$ cat config.mk
export PLATFORM = sky130hd
export DESIGN_NAME = fsm_processador_tx
export DESIGN_NICKNAME = d
export VERILOG_FILES = /design/src/rtl/fsm_periph_pkg.sv /design/src/rtl/fsm_tx_fifo.sv /design/src/rtl/fsm_processador_tx.sv
export SDC_FILE = /design/constraint.sdc
export NUM_CORES = 1
export LEC_CHECK = 0
export BUFFER_PORTS_ARGS = -buffer_cell sky130_fd_sc_hd__buf_2
export CAP_MARGIN = 10
export CELL_PAD_IN_SITES_DETAIL_PLACEMENT = 1
export CELL_PAD_IN_SITES_GLOBAL_PLACEMENT = 2
export CORE_ASPECT_RATIO = 0.6
export CORE_MARGIN = 3
export CORE_UTILIZATION = 38
export DETAILED_ROUTE_END_ITERATION = 12
export GPL_TIMING_DRIVEN = 1
export MAX_ROUTING_LAYER = met4
export PLACE_DENSITY = 0.84
export SYNTH_ARGS = -nofsm -noshare
export SYNTH_HDL_FRONTEND = slang
export SYNTH_SLANG_ARGS = --single-unit
$ cat constraint.sdc
create_clock -name clk -period 2.2 [get_ports clk]
set_input_delay 0.22 -clock clk [delete_from_list [all_inputs] [get_ports clk]]
set_output_delay 0.22 -clock clk [all_outputs]
set_load 0.005 [all_outputs]
$ cat src/rtl/fsm_periph_pkg.sv
// ---------------------------------------------------------------------------
// fsm_periph_pkg
//   Shared constants for the 16-bit peripheral link (dado/send/ack).
//   - SEND_* : request codes driven on send
//   - ACK_*  : response codes sampled on ack
//   - tx_state_t : initiator FSM state encoding
// ---------------------------------------------------------------------------
package fsm_periph_pkg;

  localparam int DATA_W_DEFAULT = 16;

  localparam logic [1:0] SEND_IDLE = 2'b00;
  localparam logic [1:0] SEND_REQ  = 2'b01;
  localparam logic [1:0] ACK_IDLE  = 2'b00;
  localparam logic [1:0] ACK_OK    = 2'b01;

  typedef enum logic [1:0] {
    IDLE = 2'b00,
    REQ  = 2'b01,
    REL  = 2'b10
  } tx_state_t;

endpackage

$ cat src/rtl/fsm_tx_fifo.sv
// ---------------------------------------------------------------------------
// fsm_tx_fifo
//   Synchronous word buffer between the core write port and the link FSM.
//   Ports:
//     clk, rst        clock, asynchronous active-low reset (empties FIFO)
//     push, wr_data   write request and word; ignored while full
//     pop, rd_data    read request and head word (rd_data valid when !empty)
//     full, empty     registered-count status
//     count           number of buffered words
//   FIFO_DEPTH must be a power of two so the pointers wrap on their own.
// ---------------------------------------------------------------------------
module fsm_tx_fifo
  import fsm_periph_pkg::*;
#(
  parameter int DATA_W     = DATA_W_DEFAULT,
  parameter int FIFO_DEPTH = 4
) (
  input  logic                          clk,
  input  logic                          rst,
  input  logic                          push,
  input  logic [DATA_W-1:0]             wr_data,
  input  logic                          pop,
  output logic [DATA_W-1:0]             rd_data,
  output logic                          full,
  output logic                          empty,
  output logic [$clog2(FIFO_DEPTH):0]   count
);

  localparam int PTR_W = $clog2(FIFO_DEPTH);

  logic [DATA_W-1:0] mem [FIFO_DEPTH];
  logic [PTR_W-1:0]  wr_ptr;
  logic [PTR_W-1:0]  rd_ptr;
  logic              do_push;
  logic              do_pop;

  if (FIFO_DEPTH < 2 || (FIFO_DEPTH & (FIFO_DEPTH - 1)) != 0) begin : g_bad_depth
    $error("fsm_tx_fifo: FIFO_DEPTH must be a power of two, at least 2");
  end

  assign full    = (count == (PTR_W+1)'(FIFO_DEPTH));
  assign empty   = (count == '0);
  assign do_push = push && !full;
  assign do_pop  = pop && !empty;
  assign rd_data = mem[rd_ptr];

  always_ff @(posedge clk or negedge rst) begin
    if (!rst) begin
      wr_ptr <= '0;
      rd_ptr <= '0;
      count  <= '0;
    end else begin
      if (do_push) wr_ptr <= wr_ptr + 1'b1;
      if (do_pop)  rd_ptr <= rd_ptr + 1'b1;
      case ({do_push, do_pop})
        2'b10:   count <= count + 1'b1;
        2'b01:   count <= count - 1'b1;
        default: count <= count;
      endcase
    end
  end

  // Storage carries no reset; only the pointers define validity.
  always_ff @(posedge clk) begin
    if (do_push) mem[wr_ptr] <= wr_data;
  end

endmodule

$ cat src/rtl/fsm_processador_tx.sv
// ---------------------------------------------------------------------------
// fsm_processador_tx
//   Processor-side initiator for the peripheral link. Words written by the
//   core are buffered and sent one at a time with a 4-phase handshake:
//   send=01 with dado held, wait ack=01, send=00, wait ack=00.
//
//   state | meaning
//   ------+-------------------------------------------------------------
//   IDLE  | send=00; pops the FIFO head into dado when a word is waiting
//   REQ   | send=01, dado held; waits for ack==01 (00/10/11 keep waiting)
//   REL   | send=00, dado held; waits for ack==00, then counts the word
//
//   Ports:
//     clk, rst              clock, asynchronous active-low reset
//     wr_valid/wr_data      core write offer
//     wr_ready              not-full (from registered count only)
//     dado, send            registered link outputs
//     ack                   peripheral response
//     busy                  FIFO non-empty or FSM not in IDLE
//     sent_count            completed transfers, wraps at 255
//     timeout_err           one-cycle abort pulse (FSM_TX_TIMEOUT_EN only)
//
//   Build option FSM_TX_TIMEOUT_EN: abort a handshake phase after
//   TIMEOUT_CYCLES wait cycles, dropping the word.
// ---------------------------------------------------------------------------
module fsm_processador_tx
  import fsm_periph_pkg::*;
#(
  parameter int DATA_W         = DATA_W_DEFAULT,
  parameter int FIFO_DEPTH     = 4,
  parameter int TIMEOUT_CYCLES = 16
) (
  input  logic              clk,
  input  logic              rst,
  input  logic              wr_valid,
  input  logic [DATA_W-1:0] wr_data,
  output logic              wr_ready,
  output logic [DATA_W-1:0] dado,
  output logic [1:0]        send,
  input  logic [1:0]        ack,
  output logic              busy,
`ifdef FSM_TX_TIMEOUT_EN
  output logic [7:0]        sent_count,
  output logic              timeout_err
`else
  output logic [7:0]        sent_count
`endif
);

  localparam int CNT_W = $clog2(FIFO_DEPTH) + 1;

  tx_state_t         state;
  logic              fifo_full;
  logic              fifo_empty;
  logic [CNT_W-1:0]  fifo_count;
  logic [DATA_W-1:0] fifo_head;
  logic              fifo_pop;
  logic              fifo_push;
  logic              ack_seen;
  logic              rel_seen;
  logic              abort;

  if (TIMEOUT_CYCLES < 1) begin : g_bad_timeout
    $error("fsm_processador_tx: TIMEOUT_CYCLES must be at least 1");
  end

  // A pop in the same cycle never frees a slot for a write while full,
  // because wr_ready looks only at the registered count.
  assign wr_ready  = !fifo_full;
  assign fifo_push = wr_valid && wr_ready;
  assign fifo_pop  = (state == IDLE) && !fifo_empty;
  assign busy      = (state != IDLE) || (fifo_count != '0);
  assign ack_seen  = (state == REQ) && (ack == ACK_OK);
  assign rel_seen  = (state == REL) && (ack == ACK_IDLE);

  fsm_tx_fifo #(
    .DATA_W     (DATA_W),
    .FIFO_DEPTH (FIFO_DEPTH)
  ) u_fifo (
    .clk     (clk),
    .rst     (rst),
    .push    (fifo_push),
    .wr_data (wr_data),
    .pop     (fifo_pop),
    .rd_data (fifo_head),
    .full    (fifo_full),
    .empty   (fifo_empty),
    .count   (fifo_count)
  );

`ifdef FSM_TX_TIMEOUT_EN
  localparam int WAIT_W = $clog2(TIMEOUT_CYCLES + 1);

  logic [WAIT_W-1:0] wait_cnt;

  // The counter shows k after the k-th edge spent in a phase, so the abort
  // fires on the edge that would make it reach TIMEOUT_CYCLES. A normal
  // handshake completion on that same edge takes priority.
  assign abort = (state != IDLE) && !ack_seen && !rel_seen &&
                 (wait_cnt == WAIT_W'(TIMEOUT_CYCLES - 1));

  always_ff @(posedge clk or negedge rst) begin
    if (!rst) begin
      wait_cnt    <= '0;
      timeout_err <= 1'b0;
    end else begin
      timeout_err <= abort;
      if (state == IDLE || ack_seen || rel_seen || abort) begin
        wait_cnt <= '0;
      end else begin
        wait_cnt <= wait_cnt + 1'b1;
      end
    end
  end
`else
  assign abort = 1'b0;
`endif

  always_ff @(posedge clk or negedge rst) begin
    if (!rst) begin
      state      <= IDLE;
      dado       <= '0;
      send       <= SEND_IDLE;
      sent_count <= '0;
    end else begin
      case (state)
        IDLE: begin
          if (!fifo_empty) begin
            dado  <= fifo_head;
            send  <= SEND_REQ;
            state <= REQ;
          end
        end
        REQ: begin
          if (ack_seen) begin
            send  <= SEND_IDLE;
            state <= REL;
          end else if (abort) begin
            send  <= SEND_IDLE;
            state <= IDLE;
          end
        end
        REL: begin
          if (rel_seen) begin
            sent_count <= sent_count + 8'd1;
            state      <= IDLE;
          end else if (abort) begin
            state <= IDLE;
          end
        end
        default: begin
          send  <= SEND_IDLE;
          state <= IDLE;
        end
      endcase
    end
  end

endmodule

==> run metrics <==
reg2reg path depth 9; first drt pass iteration count 5; Bufs on Longest Clock Path 2; Reg clk slew, reported paths 70 ps; Die Width 136 um; slowest cell on the critical path dfrtp_1; first-pass GRT wire length 11,200 um; CP Launch Point u_fifo.count[1]; layout cells sized above 1 41.0%; P_leak 0.00185 uW; Syn Area/Cell 18.8 um2; Worst Hold Class input port to async pin; sequential share of the synthesized area 71.7%; Post-Route WL 6860 um; clk sink count 98; CP max FO 4; post-layout util 48.8%; Mapped Nets 234; synth-to-layout area growth 20.1%; TritonCTS clock tree done; ys async rst share 34.7%; status finished with violations; mean routed wirelength per cell 17.0 um; Final Net Count 294; final antenna-violating net count 0; Initial Util 40.6%; top cell family by delay on the critical path simple AND/OR/NAND/NOR gates; Num CTS Buffers 9; CP Cell Sequence or3b_1 > and2_4 > inv_1 > ha_2 > inv_1 > fa_2 > xor2_1 > nor2_1 > xor2_1; Hold Vio Cnt, Final 34; Clock Latency Late Sink 340 ps; Root Driver clkbuf_16; slew margin rel. 42.3%; required time of the worst setup path 2470 ps; Final GP Congestion 0.729; routed vias 1,956; largest stage delay on the critical path 400 ps; CP arrival 2380 ps; Post-synth top flop edfxtp_1; EDFF count, synth 64; Worst Hold Slack -25.3 ps; DRC violation total after the first TritonRoute iteration 108; setup slack, reg-to-reg 90 ps; Pwr Total 6320 uW; Worst Skew 6.41 ps; Vert. Die Dim 84.1 um; die area 11,500 um2; DR vias/cell 4.85; Setup-failing EPs final 0; synthesized area 3870 um2; # rows 27; Synth Warn # 0; fin. max-slew vios 0; setup TNS 0 ps; grt ovf 0; DP HPWL 4640 um; hold_buf cts 0; Critical R2R Launch u_fifo.count[1]; IO Pins 49; crit path buf inv count 2; core area 9530 um2; cells after synthesis 206; vias in the first global route 2,126; FF+latch count, synth 98; crit end category flip-flop; startpoint types flip-flop; Max Clk Rate 475 MHz; synth unique cells 34; post-route minimum period 2110 ps; MaxCap Viol Count 0; Port Buffers 47; Slew @ Worst Pin 865 ps; H-tree depth 3; pin count of the biggest net entering global routing 35; failing checks negative hold slack; # DRC 0; initial antenna violation count 1; Total GRT Usage 13.7%; Setup CP Type flip-flop to flip-flop; crit share post-route 95.7%; worst vdd ir 507 uV; R2R Path End u_fifo.count[2]; power per cell area 1360 nW/um2
per-layer routing:
metal	up-vias	GRT usage, %	wire length, um
li1	904	-	-
met1	983	18.2	3170
met2	55	19.1	3120
met3	14	5.81	456
met4	0	4.12	100
met5	-	-	0
cell usage after synthesis, types with 2 or more instances:
library cell | count | share of area (%)
clkbuf_1 | 2 | 0.19
nand4_1 | 2 | 0.32
nor3_1 | 2 | 0.26
dfrtp_1 | 34 | 22
buf_2 | 2 | 0.26
edfxtp_1 | 64 | 50
xnor2_1 | 8 | 1.8
nand2_1 | 9 | 0.87
nand3_1 | 2 | 0.26
and3_1 | 4 | 0.65
mux2_2 | 17 | 4.9
o21ai_0 | 2 | 0.26
buf_4 | 2 | 0.39
inv_1 | 8 | 0.78
mux4_2 | 16 | 9.3
buf_6 | 2 | 0.58
nor2_1 | 3 | 0.29
mux2i_1 | 2 | 0.52
xor2_1 | 5 | 1.1
ha_1 | 6 | 1.9
cell usage in the layout, fill, tap and decap left out, drive strengths merged, types with 3 or more instances in the layout:
| master | instances |
|---|---|
| and3 | 4 |
| buf | 57 |
| clkbuf | 12 |
| dfrtp | 34 |
| edfxtp | 64 |
| ha | 6 |
| inv | 8 |
| mux2 | 17 |
| mux4 | 16 |
| nand2 | 9 |
| nor2 | 3 |
| nor3 | 3 |
| xnor2 | 8 |
| xor2 | 5 |
what timing repair did:
action / in CTS / in global routing
endpoints found under the setup margin: 0 / 1
setup buffers: 0 / 1
gates resized for setup: 0 / 3
layout make-up:
type                            count  area (um2)
Timing Repair Buffer               57         310
Clock inverter                      4        68.8
Sequential cell                    98        2770
Multi-Input combinational cell     92        1020
Fill cell                         920        4880
Clock buffer                       12         279
Antenna cell                        2        5.00
Tap cell                          130         163
Inverter                            8        30.0
stage by stage:
step / area, um2 / setup WS, ps / std cells / hold WS, ps
floorplan: 3870 / 22.4 / 206 / -75.6
global placement: 4280 / 95.5 / 384 / 365
detailed placement: 4280 / 53.9 / 384 / 373
CTS: 4630 / 30.7 / 400 / 0.828
global route: 4640 / -11.5 / 402 / 42.5
finish: 4650 / 93.8 / 403 / -25.3
sequential cells by signal, summed over array words and instances, names as in the netlist:
name,flops
u_fifo.mem,64
dado,16
sent_count,8
u_fifo.count,3
state,2
u_fifo.rd_ptr,2
u_fifo.wr_ptr,2
send,1
power breakdown:
| part | switching [uW] | total (uW) | internal (uW) |
|---|---|---|---|
| clock network | 633 | 1760 | 1130 |
| registers | 241 | 2750 | 2510 |
| logic | 828 | 1800 | 977 |
| total | 1700 | 6320 | 4610 |
cells by family after synthesis:
family | after synthesis | synth area share (%)
compound gates | 4 | 0.647
xor+xnor | 13 | 2.94
mux | 35 | 14.8
simple gates | 32 | 5.18
other cells | 1 | 0.0970
flops | 98 | 71.7
fa+ha+maj | 7 | 2.46
buf+inv | 16 | 2.20
how the worst max path moves through the flow:
stage                     slack (ps)               to  depth (start not counted)
final                             90  u_fifo.count[2]                          9
after global routing             -10  u_fifo.count[2]                          9
after CTS                         30  u_fifo.count[2]                          9
after detailed placement          50  u_fifo.count[2]                          9
after global placement           100  u_fifo.count[2]                          9
after floorplan                   20  u_fifo.count[2]                         10
Power figures use the tool's default switching activity.
